--- src/rtl/gpu_pkg.sv ---
// Shared encodings for the core phase, fetcher FSM state and event-counter width.
package gpu_pkg;

  localparam int unsigned COUNTER_BITS = 16;

  typedef enum logic [2:0] {
    CORE_FETCH  = 3'b001,
    CORE_DECODE = 3'b010
  } core_state_t;

  typedef enum logic [2:0] {
    F_IDLE     = 3'b000,
    F_FETCHING = 3'b001,
    F_FETCHED  = 3'b010
  } fetcher_state_t;

  function automatic logic [COUNTER_BITS-1:0] sat_inc(input logic [COUNTER_BITS-1:0] v);
    return (v == '1) ? v : v + 1'b1;
  endfunction

endpackage

--- src/rtl/fetch_buffer.sv ---
// One-entry instruction buffer: tag/data/valid storage with combinational hit compare.
module fetch_buffer #(
  parameter int unsigned ADDR_BITS = 8,
  parameter int unsigned DATA_BITS = 16
) (
  input  logic                 clk,
  input  logic                 reset,
  input  logic                 enable,
  input  logic                 flush,
  input  logic                 fill,
  input  logic [ADDR_BITS-1:0] fill_tag,
  input  logic [DATA_BITS-1:0] fill_data,
  input  logic [ADDR_BITS-1:0] lookup_tag,
  output logic                 hit,
  output logic [DATA_BITS-1:0] data
);

  logic                 valid_q;
  logic [ADDR_BITS-1:0] tag_q;

  always_ff @(posedge clk or negedge reset) begin
    if (!reset) begin
      valid_q <= 1'b0;
      tag_q   <= '0;
      data    <= '0;
    end else if (enable) begin
      if (fill) begin
        tag_q <= fill_tag;
        data  <= fill_data;
      end
      // A flush landing on the fill cycle leaves the fresh entry invalid
      if (flush)     valid_q <= 1'b0;
      else if (fill) valid_q <= 1'b1;
    end
  end

  assign hit = valid_q && (tag_q == lookup_tag);

endmodule

--- src/rtl/fetcher.sv ---
// Instruction fetcher: serves the current PC from a one-entry buffer or program memory.
module fetcher
  import gpu_pkg::*;
#(
  parameter int unsigned PROGRAM_MEM_ADDR_BITS = 8,
  parameter int unsigned PROGRAM_MEM_DATA_BITS = 16
) (
  input  logic                             clk,
  input  logic                             reset,
  input  logic                             enable,
  input  logic [2:0]                       core_state,
  input  logic [PROGRAM_MEM_ADDR_BITS-1:0] current_pc,
  input  logic                             flush,
  output logic                             mem_read_valid,
  output logic [PROGRAM_MEM_ADDR_BITS-1:0] mem_read_address,
  input  logic                             mem_read_ready,
  input  logic [PROGRAM_MEM_DATA_BITS-1:0] mem_read_data,
  output logic [2:0]                       fetcher_state,
  output logic [PROGRAM_MEM_DATA_BITS-1:0] instruction,
  output logic [COUNTER_BITS-1:0]          hit_count,
  output logic [COUNTER_BITS-1:0]          miss_count
);

  fetcher_state_t                   state;
  logic                             buf_hit;
  logic                             buf_fill;
  logic [PROGRAM_MEM_DATA_BITS-1:0] buf_data;

  assign buf_fill      = enable && (state == F_FETCHING) && mem_read_ready;
  assign fetcher_state = state;

  fetch_buffer #(
    .ADDR_BITS(PROGRAM_MEM_ADDR_BITS),
    .DATA_BITS(PROGRAM_MEM_DATA_BITS)
  ) u_buf (
    .clk       (clk),
    .reset     (reset),
    .enable    (enable),
    .flush     (flush),
    .fill      (buf_fill),
    .fill_tag  (mem_read_address),
    .fill_data (mem_read_data),
    .lookup_tag(current_pc),
    .hit       (buf_hit),
    .data      (buf_data)
  );

  always_ff @(posedge clk or negedge reset) begin
    if (!reset) begin
      state            <= F_IDLE;
      mem_read_valid   <= 1'b0;
      mem_read_address <= '0;
      instruction      <= '0;
      hit_count        <= '0;
      miss_count       <= '0;
    end else if (enable) begin
      unique case (state)
        F_IDLE: begin
          if (core_state == CORE_FETCH) begin
            if (buf_hit) begin
              instruction <= buf_data;
              hit_count   <= sat_inc(hit_count);
              state       <= F_FETCHED;
            end else begin
              mem_read_valid   <= 1'b1;
              mem_read_address <= current_pc;
              miss_count       <= sat_inc(miss_count);
              state            <= F_FETCHING;
            end
          end
        end
        F_FETCHING: begin
          if (mem_read_ready) begin
            instruction    <= mem_read_data;
            mem_read_valid <= 1'b0;
            state          <= F_FETCHED;
          end
        end
        F_FETCHED: begin
          if (core_state == CORE_DECODE) state <= F_IDLE;
        end
        default: state <= F_IDLE;
      endcase
    end
  end

endmodule

--- config.mk ---
export PLATFORM = sky130hd
export DESIGN_NAME = fetcher
export DESIGN_NICKNAME = d
export VERILOG_FILES = /design/src/rtl/gpu_pkg.sv /design/src/rtl/fetch_buffer.sv /design/src/rtl/fetcher.sv
export SDC_FILE = /design/constraint.sdc
export NUM_CORES = 1
export LEC_CHECK = 0
export ABC_AREA = 1
export CAP_MARGIN = 5
export CORE_ASPECT_RATIO = 1.5
export CORE_MARGIN = 4
export CORE_UTILIZATION = 40
export CTS_BUF_LIST = sky130_fd_sc_hd__clkbuf_2 sky130_fd_sc_hd__clkbuf_4 sky130_fd_sc_hd__clkbuf_8
export CTS_CLUSTER_SIZE = 28
export DETAILED_ROUTE_END_ITERATION = 8
export GPL_ROUTABILITY_DRIVEN = 0
export GPL_TIMING_DRIVEN = 1
export HOLD_SLACK_MARGIN = 0.06
export MAX_ROUTING_LAYER = met4
export PLACE_DENSITY_LB_ADDON = 0.25
export SYNTH_ARGS = -nofsm -noshare
export SYNTH_HDL_FRONTEND = slang
export SYNTH_SLANG_ARGS = --single-unit
--- constraint.sdc ---
create_clock -name clk -period 1.7 [get_ports clk]
set_input_delay 0.255 -clock clk [delete_from_list [all_inputs] [get_ports clk]]
set_output_delay 0.255 -clock clk [all_outputs]
set_load 0.01 [all_outputs]
==> reports/results.txt <==
The run gives 2100 um2 as the storage element area. Net switching is 34.8% of the power. The cell type of the slowest stage on the worst timing path is sky130_fd_sc_hd__clkdlybuf4s50_1. Synthesis produced a netlist with a net count of 603. The run gives 2.50 mW as the net switching power. Per report_power, the sequential group accounts for 41.0% of the total. The maximum net fanout on the critical path was 6. Number of register bits inferred by synthesis: 84. Dividing the detail-routed wire length by the instance count gives 13.2 um. The completed layout was analyzed and its total power is 7.18 mW. The number of antenna violations at the first check in global routing came out at 0. The tools report the final number of hold-violating endpoints as 0. Setup violations remaining at the end of the flow were counted as 0. The path type of the worst min-delay path was input pin to flop. The standard-cell row count was 46; the placed wire-length estimate was 7820 um.

Global routing used 18.0% of the available tracks. The count of flip-flops with a built-in enable after synthesis is 0, and the count of max-cap constraint violations is 0. Wire length of the first global-routing pass: 18100 um. Traced cell by cell, the critical path runs through buf_4 -> clkdlybuf4s50_1. Library cell used as clock root buffer: sky130_fd_sc_hd__clkbuf_8. Critical path capture point type: a primary output.

Primary flip-flop cell chosen by synthesis mapping: sky130_fd_sc_hd__dfrtp_1. The leakage power is 3.01 nW. In this run the power density over the cells is 1190 nW/um2.

Setup repair after global routing could not meet its margin everywhere. The final cell count without fillers was 841. The hold-critical path endpoint is mem_read_address[6]. Detailed routing inserted a total of 4115 vias. The post-placement cell count was 819; the number of instances in the synthesized netlist was 569. The run gives 11100 um as the total routed wirelength. The DRC violation count after routing is 0, and the final period demand of the worst path is 1640 ps. The logs give 0 for the number of antenna diodes and 0 for the total number of yosys warnings. The post-route netlist has 12.9% of its cells at a drive strength greater than 1. The clock arrives with 11.4 ps of skew. At the worst endpoint, the required time is 1440 ps. Per report_power, the combinational group accounts for 36.5% of the total. The H-tree generated during clock tree synthesis spans 3 levels.

For this design, the sink count on the clock tree is 84. The synthesized netlist occupies a cell area of 4410 um2. Once the floorplan was initialized, standard cells occupied 41.2% of the core. The depth of the worst register-to-register path is 9, and the per-cell via count in the routed design is 4.89. The clock insertion delay at the later pin of the skew report was 350 ps. The most common cell after layout, fill and taps aside is sky130_fd_sc_hd__nand2_1. The horizontal die dimension is 93.7 um, and the area of the core region is 10700 um2.

Entering global routing, the biggest net connects 85 pins. TritonCTS built the clock tree. The mean instance size in the synthesized netlist is 7.75 um2. The run gives 100 ps as the setup slack of the most critical reg-to-reg path. The worst register-to-register path begins at miss_count[0]. At the worst endpoint, the arrival time is 1390 ps. The run gives 0 as the remaining number of nets flagged by the antenna check after routing.

TritonCTS created 9 clock buffers. The area of the multi-input gates is 2060 um2, and the port buffer count is 90. From synthesis to final layout, the design area changed by 37.4%. Counting instances, the worst hold path has a depth of 3. Fill cells in the final layout number 1013.

After clock tree synthesis, the clock-pin slew on the worst setup and hold paths is 90 ps. The tools report the number of distinct library cell variants in the gate-level netlist after synthesis as 33. The worst setup path is of the flop to primary output kind.

Kind of start point of the critical path: a flop. Overall die height: 137 um. The logs give 2 for the maximum count of clock buffers along a single path and 886 uV for the maximum vdd drop.

The floorplan step defined a die boundary enclosing 12800 um2. The overall overflow remaining after global route was 0; the count of nets after finishing was 726. The delay of the slowest critical-path stage is 540 ps. In the layout the commonest cells are sky130_fd_sc_hd__nand2_1, sky130_fd_sc_hd__clkdlybuf4s50_1, sky130_fd_sc_hd__dfrtp_1.

Number of global-route vias before repair: 3904. Of the available clock period, the critical path in the final layout requires 96.7%. The tools report the peak clock frequency supported by timing as 608 MHz. For this run, the detailed router's first-pass iteration total came to 4. The tools report the endpoint of the most critical register-to-register path as miss_count[14].

For the internal power, the log shows 4.68 mW. The async set-or-reset flop fraction in the synthesized netlist is 100%. The number of max-slew violations in the final report came out at 0. The clock network burns 22.5% of the power.

The critical hold path startpoint was current_pc[6]. Summing the sequential cell areas from Yosys gives 47.7% of the chip area. The run gives 154 as the detailed router's first-iteration violation count. The flow ran to the end, and the final reports show no timing, DRC or antenna violations.

For this design the top-level I/O count stands at 92.
kinds of logic (layout without fill, tap and decap cells):
group / after synthesis / after routing / share of synthesized area [%]
other cells: 1 / 1 / 0.0851
mux: 2 / 2 / 0.511
fa+ha+maj: 2 / 2 / 0.568
simple gates: 318 / 320 / 32.0
xor+xnor: 24 / 24 / 4.77
buf+inv: 75 / 201 / 7.18
flops: 84 / 84 / 47.7
compound gates: 63 / 63 / 7.24
how the worst max path moves through the flow:
stage                     start                  end  slack [ps]  depth (start not counted)
2_1_floorplan      hit_count[0]         hit_count[6]          60                          9
3_3_place_gp      core_state[0]       miss_count[11]        -280                         10
3_5_place_dp      core_state[0]        miss_count[6]        -330                         10
4_1_cts        fetcher_state[1]     fetcher_state[1]         0.2                          1
5_1_grt        fetcher_state[1]  mem_read_address[7]         -10                          7
6_report           hit_count[2]         hit_count[2]          60                          2
registers in the layout, indices dropped and copies added (netlist names):
signal / cells
fetcher_state: 2
u_buf.data: 16
hit_count: 16
u_buf.valid_q: 1
instruction: 16
mem_read_address: 8
miss_count: 16
u_buf.tag_q: 8
mem_read_valid: 1
area by class of cell:
type	instances	share of cell area, %
Clock buffer	10	2.27
Clock inverter	6	1.43
Inverter	56	3.51
Multi-Input combinational cell	412	34.0
Sequential cell	84	34.7
Tap cell	144	2.97
Timing Repair Buffer	129	21.1
worst max-delay path, delay by kind of cell (launching register included):
family | cells | cell delay (ps)
flip-flops | 1 | 350
buffers and inverters | 2 | 680
power groups by stage:
stage                     Combinational, mW  Clock [mW]  Sequential, mW
after global routing                   2.94        1.74            3.02
after global placement                 2.48           0            2.94
after CTS                              2.56        1.66            2.94
after detailed placement               2.55           0            2.96
final                                  2.62        1.61            2.95
after floorplan                        1.23           0            3.04
layer usage:
| layer | share of wire, % | GRT usage, % |
|---|---|---|
| met2 | 53 | 31.1 |
| met4 | 1.1 | 5.46 |
| met1 | 42 | 21.3 |
| met3 | 4.3 | 3.41 |
| met5 | 0 | - |
synthesized netlist by cell type (2+ instances only):
cell                       instances  share of area (%)
sky130_fd_sc_hd__a21oi_1           7               0.79
sky130_fd_sc_hd__buf_2             7               0.79
sky130_fd_sc_hd__buf_4             2               0.34
sky130_fd_sc_hd__clkbuf_1          8               0.68
sky130_fd_sc_hd__clkinv_1          2               0.17
sky130_fd_sc_hd__dfrtp_1          84                 48
sky130_fd_sc_hd__ha_1              2               0.57
sky130_fd_sc_hd__inv_1            50                4.3
sky130_fd_sc_hd__inv_2             4               0.34
sky130_fd_sc_hd__mux2_2            2               0.51
sky130_fd_sc_hd__nand2_1         204                 17
sky130_fd_sc_hd__nand2_4           3               0.77
sky130_fd_sc_hd__nand3_1          36                4.1
sky130_fd_sc_hd__nand3_2           2               0.45
sky130_fd_sc_hd__nand4_1          22                3.1
sky130_fd_sc_hd__nor2_1           35                3.0
sky130_fd_sc_hd__nor2_2            4               0.57
sky130_fd_sc_hd__nor2_4            2               0.51
sky130_fd_sc_hd__nor3_1            5               0.57
sky130_fd_sc_hd__o21ai_0          37                4.2
sky130_fd_sc_hd__o21ai_1          17                1.9
sky130_fd_sc_hd__xnor2_1          11                2.2
sky130_fd_sc_hd__xor2_1           13                2.6
repair_timing:
item	in CTS	in global routing
hold buffers	1	0
setup buffers	0	4
setup endpoints to repair	0	57
endpoints found under the hold margin	84	0
resized for setup	0	23
per-stage QoR:
step                setup TNS, ps  setup WS, ps  instance area (um2)  utilization (%)  hold slack, ps
global placement           -12960          -279                 5690             53.2             328
floorplan                       0          59.8                 4410                -           -40.6
global route                -25.7         -13.5                 6060             56.6             224
CTS                             0         0.151                 5930             55.4             459
detailed placement         -15790          -328                 5690             53.2             332
finish                          0          55.4                 6060             56.6             235
Note: power is estimated with default switching activity, not from simulation.
